`src/rtl/otp_prog_seq.sv`:
```
// otp_prog_seq: command sequencer in front of the generic OTP macro.
// Turns each program request into pre-read, blank check, masked write and
// verify read-back; read requests are a single macro read. One response
// per request carries the data word and an error code.
// Optional feature macro: OTP_PROG_RETRY_EN (bounded write+verify retries).
module otp_prog_seq #(
  parameter int Width         = 8,
  parameter int Depth         = 1024,
  parameter int TimeoutCycles = 64,
  parameter int MaxRetries    = 2,
  localparam int AddrWidth    = $clog2(Depth)
) (
  input  logic                 clk_i,
  input  logic                 rst_ni,
  input  logic                 req_valid_i,
  output logic                 req_ready_o,
  input  logic                 req_prog_i,
  input  logic [AddrWidth-1:0] req_addr_i,
  input  logic [Width-1:0]     req_wdata_i,
  output logic                 rsp_valid_o,
  input  logic                 rsp_ready_i,
  output logic [Width-1:0]     rsp_rdata_o,
  output logic [1:0]           rsp_err_o,
  input  logic                 otp_ready_i,
  output logic                 otp_valid_o,
  output logic [AddrWidth-1:0] otp_addr_o,
  output logic [Width-1:0]     otp_wdata_o,
  output logic                 otp_wren_o,
  input  logic [Width-1:0]     otp_rdata_i,
  input  logic                 otp_rvalid_i
);

  localparam int TmoW = $clog2(TimeoutCycles + 1);

  localparam logic [1:0] ErrOk      = 2'd0;
  localparam logic [1:0] ErrClear   = 2'd1;
  localparam logic [1:0] ErrVerify  = 2'd2;
  localparam logic [1:0] ErrTimeout = 2'd3;

  if (TimeoutCycles < 1 || MaxRetries < 0) begin : g_badParam
    $error("otp_prog_seq: TimeoutCycles must be >= 1 and MaxRetries >= 0");
  end

  typedef enum logic [2:0] {
    IDLE, RD_REQ, RD_WAIT, CHECK, WR_REQ, VF_REQ, VF_WAIT, RESP
  } state_e;

  state_e               r_state;
  state_e               w_stateNext;
  logic                 r_prog;
  logic [AddrWidth-1:0] r_addr;
  logic [Width-1:0]     r_wdata;
  logic [Width-1:0]     r_rdata;
  logic [Width-1:0]     w_rdataNext;
  logic [1:0]           r_err;
  logic [1:0]           w_errNext;
  logic [TmoW-1:0]      r_tmoCnt;
  logic                 w_tmoHit;
  logic                 w_accept;
  logic                 w_waiting;

`ifdef OTP_PROG_RETRY_EN
  localparam int RetryW = (MaxRetries < 1) ? 1 : $clog2(MaxRetries + 1);
  logic [RetryW-1:0]    r_retryCnt;
  logic                 w_retryInc;
`endif

  assign w_accept    = (r_state == IDLE) && req_valid_i;
  assign w_waiting   = (r_state == RD_WAIT) || (r_state == VF_WAIT);
  assign w_tmoHit    = (r_tmoCnt == TmoW'(TimeoutCycles - 1));
  assign otp_addr_o  = r_addr;
  assign rsp_rdata_o = r_rdata;
  assign rsp_err_o   = r_err;

  // State register and datapath capture: request fields, last read word, error code, wait counter
  always_ff @(posedge clk_i) begin
    if (!rst_ni) begin
      r_state  <= IDLE;
      r_prog   <= 1'b0;
      r_addr   <= '0;
      r_wdata  <= '0;
      r_rdata  <= '0;
      r_err    <= ErrOk;
      r_tmoCnt <= '0;
    end else begin
      r_state <= w_stateNext;
      r_rdata <= w_rdataNext;
      r_err   <= w_errNext;
      if (w_accept) begin
        r_prog  <= req_prog_i;
        r_addr  <= req_addr_i;
        r_wdata <= req_wdata_i;
      end
      if (w_waiting && (w_stateNext == r_state)) begin
        r_tmoCnt <= r_tmoCnt + 1'b1;
      end else begin
        r_tmoCnt <= '0;
      end
    end
  end

`ifdef OTP_PROG_RETRY_EN
  // Retry counter: cleared per request, bumped on each re-write after a verify miss
  always_ff @(posedge clk_i) begin
    if (!rst_ni) begin
      r_retryCnt <= '0;
    end else if (w_accept) begin
      r_retryCnt <= '0;
    end else if (w_retryInc) begin
      r_retryCnt <= r_retryCnt + 1'b1;
    end
  end
`endif

  // Next-state, macro command and response handshake decode
  always_comb begin
    w_stateNext = r_state;
    w_rdataNext = r_rdata;
    w_errNext   = r_err;
    req_ready_o = 1'b0;
    rsp_valid_o = 1'b0;
    otp_valid_o = 1'b0;
    otp_wren_o  = 1'b0;
    otp_wdata_o = '0;
`ifdef OTP_PROG_RETRY_EN
    w_retryInc  = 1'b0;
`endif
    unique case (r_state)
      IDLE: begin
        req_ready_o = 1'b1;
        if (req_valid_i) begin
          w_rdataNext = '0;
          w_errNext   = ErrOk;
          w_stateNext = RD_REQ;
        end
      end
      RD_REQ: begin
        otp_valid_o = 1'b1;
        if (otp_ready_i) w_stateNext = RD_WAIT;
      end
      RD_WAIT: begin
        if (otp_rvalid_i) begin
          w_rdataNext = otp_rdata_i;
          if (r_prog) begin
            w_stateNext = CHECK;
          end else begin
            w_errNext   = ErrOk;
            w_stateNext = RESP;
          end
        end else if (w_tmoHit) begin
          w_rdataNext = '0;
          w_errNext   = ErrTimeout;
          w_stateNext = RESP;
        end
      end
      CHECK: begin
        if ((r_rdata & ~r_wdata) != '0) begin
          w_errNext   = ErrClear;
          w_stateNext = RESP;
        end else if (r_rdata == r_wdata) begin
          w_errNext   = ErrOk;
          w_stateNext = RESP;
        end else begin
          w_stateNext = WR_REQ;
        end
      end
      WR_REQ: begin
        otp_valid_o = 1'b1;
        otp_wren_o  = 1'b1;
        otp_wdata_o = r_wdata & ~r_rdata;
        if (otp_ready_i) w_stateNext = VF_REQ;
      end
      VF_REQ: begin
        otp_valid_o = 1'b1;
        if (otp_ready_i) w_stateNext = VF_WAIT;
      end
      VF_WAIT: begin
        if (otp_rvalid_i) begin
          w_rdataNext = otp_rdata_i;
          if (otp_rdata_i == r_wdata) begin
            w_errNext   = ErrOk;
            w_stateNext = RESP;
          end else begin
`ifdef OTP_PROG_RETRY_EN
            if ((otp_rdata_i & ~r_wdata) != '0) begin
              w_errNext   = ErrClear;
              w_stateNext = RESP;
            end else if (int'(r_retryCnt) < MaxRetries) begin
              w_retryInc  = 1'b1;
              w_stateNext = WR_REQ;
            end else begin
              w_errNext   = ErrVerify;
              w_stateNext = RESP;
            end
`else
            w_errNext   = ErrVerify;
            w_stateNext = RESP;
`endif
          end
        end else if (w_tmoHit) begin
          w_rdataNext = '0;
          w_errNext   = ErrTimeout;
          w_stateNext = RESP;
        end
      end
      RESP: begin
        rsp_valid_o = 1'b1;
        if (rsp_ready_i) w_stateNext = IDLE;
      end
      default: w_stateNext = IDLE;
    endcase
  end

endmodule
```
`config.mk`:
```
export PLATFORM = sky130hd
export DESIGN_NAME = otp_prog_seq
export DESIGN_NICKNAME = d
export VERILOG_FILES = /design/src/rtl/otp_prog_seq.sv
export SDC_FILE = /design/constraint.sdc
export NUM_CORES = 1
export LEC_CHECK = 0
export BUFFER_PORTS_ARGS = -buffer_cell sky130_fd_sc_hd__buf_4
export CELL_PAD_IN_SITES_DETAIL_PLACEMENT = 2
export CELL_PAD_IN_SITES_GLOBAL_PLACEMENT = 2
export CORE_MARGIN = 5
export CORE_UTILIZATION = 31
export CTS_BUF_LIST = sky130_fd_sc_hd__clkbuf_8 sky130_fd_sc_hd__clkbuf_16
export DETAILED_ROUTE_END_ITERATION = 10
export MAX_ROUTING_LAYER = met4
export PLACE_DENSITY_LB_ADDON = 0.1
export SLEW_MARGIN = 10
export SYNTH_ARGS = -nofsm -noshare
export SYNTH_HDL_FRONTEND = slang
export SYNTH_SLANG_ARGS = --single-unit
```
`constraint.sdc`:
```
create_clock -name clk_i -period 5.3 [get_ports clk_i]
set_input_delay 1.06 -clock clk_i [delete_from_list [all_inputs] [get_ports clk_i]]
set_output_delay 1.06 -clock clk_i [all_outputs]
set_load 0.02 [all_outputs]
```
==> metrics <==
antenna violations before repair=0; Syn-to-layout area delta=29.58%; Die ar.=8514 um2; total routed wirelength=6417 um; worst hold slack=0.4634 ns; Final min period=2.670 ns; Die Ht=92.27 um; Placed Cells=384; CTS tree=yes; non-filler cells, final=392; Rel. slew slack=0.2871; period utilisation layout=0.5037; critical path peak fanout=14; largest net degree at the start of global routing=32; critical setup path kind=register to primary output; Critical Path RT=4.24 ns; root buf cell=clkbuf_8; EDFF count, synth=0; # port buffers=64; peak supply drop=0.00008531 V; pwr/cell area=239.3 nW/um2; max-cap viol count=0; vias in the first global route=2151; routed vias/inst=5.074; Synth Register Bits=39; synthesized area=2098 um2; CTS Hold Bufs=0; Metal-1 WL=2933 um; IO Pins=65; Clk Latency, worst-skew pair=0.31 ns; drt pass-1 iters=4; drt drc=0; RSZ-0062 raised after global routing=no; CP startpoint kind=register; GRT Util Overall=0.1629; Post-synth ARST share=0; Worst setup EP type=primary output; layout cells sized above 1=0.2692; metal3 WL=255 um; LEAKAGE=1.209 nW; initial DRC count=70; Worst-path clk slew=0.08 ns; ANT nets after route=0; sequential area share after synthesis=0.3721; Setup Viol. Count Final=0; antenna fix cells=0; clk sinks=39; clk buf depth=2; Mean Syn Cell Area=8.393 um2; post-CTS sizing=0; row cnt=30; top achievable clock speed=0.3746 GHz; worst min-delay path category=register to register; Least-Margin Pin Slew=1.068 ns; Post-CTS Setup Repair Bufs=0; total grt overflow=0; GPL Wtd Cong=0.7981; Fin Clk Skew=0.009020 ns; status=complete, no violations; core area=6681 um2; H-tree levels=2; Starting Density=0.3140; DR top layer=met4; DP Wirelength=4871 um; first-pass GRT wire length=10610 um; fill count=779; Die W=92.27 um; number of CTS-inserted buffers=5; post-synthesis cell type count=42; Final Slew Violations=0; Setup TNS=0 ns; routed vias=1989; WP data arrival=1.61 ns; wire per inst=16.37 um; Syn Inst Count=250; met2 wire length=3131 um; YS warnings=0; Layout Nets=361; number of hold violations in the final report=0; syn nets=300; ys flop type=dfxtp_1
==> cells by family (layout without fill, tap and decap cells) <==
kind of cell               after synthesis  in the layout  share of synthesized area
DFF                                     39             39                     0.3721
xor gates and xnor gates                12             12                    0.05009
AOI/OAI and AO/OA                       48             48                     0.1717
buffers and inverters                   30             92                    0.05903
adders and majority gates               17             17                     0.1014
and+or+nand+nor                        104            104                     0.2457
==> cells in the final DEF (no fill, tap or decap), types with 2 or more instances in the layout <==
cell type and n:
nor2_1 22, nand4b_1 2, nor3_1 4, nor4_4 2, inv_1 20, xor2_1 10
a21oi_1 20, xnor2_1 2, ha_1 17, a22oi_1 8, o21bai_1 2, a211oi_1 3
and2_1 2, o21ai_0 3, dfxtp_1 39, nor4_1 2, nand3_1 2, clkinvlp_4 2
nand4_1 2, nor2b_1 2, buf_4 64, and3_1 9, nand2_1 49, clkbuf_8 5
==> registers in the layout (all words and copies together) (netlist names) <==
register     cells
rsp_rdata_o      8
rsp_err_o        2
otp_addr_o      10
r_wdata          8
r_prog           1
r_state          3
r_tmoCnt         7
==> routing by layer <==
layer / vias to the layer above / GRT usage
met5: - / -
met4: 0 / 0.05941
met3: 7 / 0.03281
met2: 38 / 0.2707
met1: 979 / 0.1953
li1: 965 / -
==> worst paths after layout <==
check	slack, ns	cells past startpoint	endpoint	from
setup / recovery	2.63	3	otp_wdata_o[1]	r_state[1]
hold / removal	0.46	2	otp_addr_o[0]	otp_addr_o[0]
setup reg to reg	2.97	5	rsp_rdata_o[7]	r_state[1]
hold reg to reg	0.46	2	otp_addr_o[0]	otp_addr_o[0]
==> synth_stat cells, types with 2 or more instances <==
master     n  share of area
a21oi_1   20          0.048
and3_1     9          0.027
clkbuf_1   5         0.0089
ha_1      17           0.10
inv_1     20          0.036
nand3_1    2         0.0048
a211oi_1   3          0.011
o21ai_0    3         0.0072
nand4_1    2         0.0060
nor2b_1    2         0.0060
xnor2_1    2         0.0083
nor4_4     2          0.020
dfxtp_1   39           0.37
nand2_1   49          0.088
a22oi_1    8          0.029
o21bai_1   2         0.0072
xor2_1    10          0.042
nor3_1     4         0.0095
nor4_1     2         0.0060
nor2_1    22          0.039
nand4b_1   2         0.0083
and2_1     2         0.0060
buf_4      2         0.0072
buf_2      3         0.0072
==> critical path, stage by stage (launching register included) <==
cell,delay (ns)
dfxtp_1,0.49
nor2_2,0.44
and3_1,0.23
buf_4,0.14
==> final cells by class <==
cell class                      count  area, um2  area share
Clock buffer                        5      68.82     0.02531
Clock inverter                      3      20.02    0.007363
Inverter                           20      75.07     0.02761
Multi-Input combinational cell    181       1194      0.4390
Sequential cell                    39      780.7      0.2872
Tap cell                           80      100.1     0.03682
Timing Repair Buffer               64      480.5      0.1767
==> where the power goes <==
group          internal, W  switching [W]  total (W)
logic            0.0000500      0.0000683   0.000118
registers         0.000305      0.0000148   0.000320
clock network    0.0000917       0.000121   0.000213
total             0.000447       0.000204   0.000650
==> through the flow <==
step	worst slack, ns	total power [W]	util	cell area (um2)
global placement	2.602	0.0004450	0.3936	2630
floorplan	3.036	0.0003915	-	2098
finish	2.630	0.0006505	0.4069	2719
detailed placement	2.550	0.0004478	0.3936	2630
global route	2.486	0.0006845	0.4069	2719
CTS	2.605	0.0006598	0.4069	2719
(Power assumes the default switching activity.)
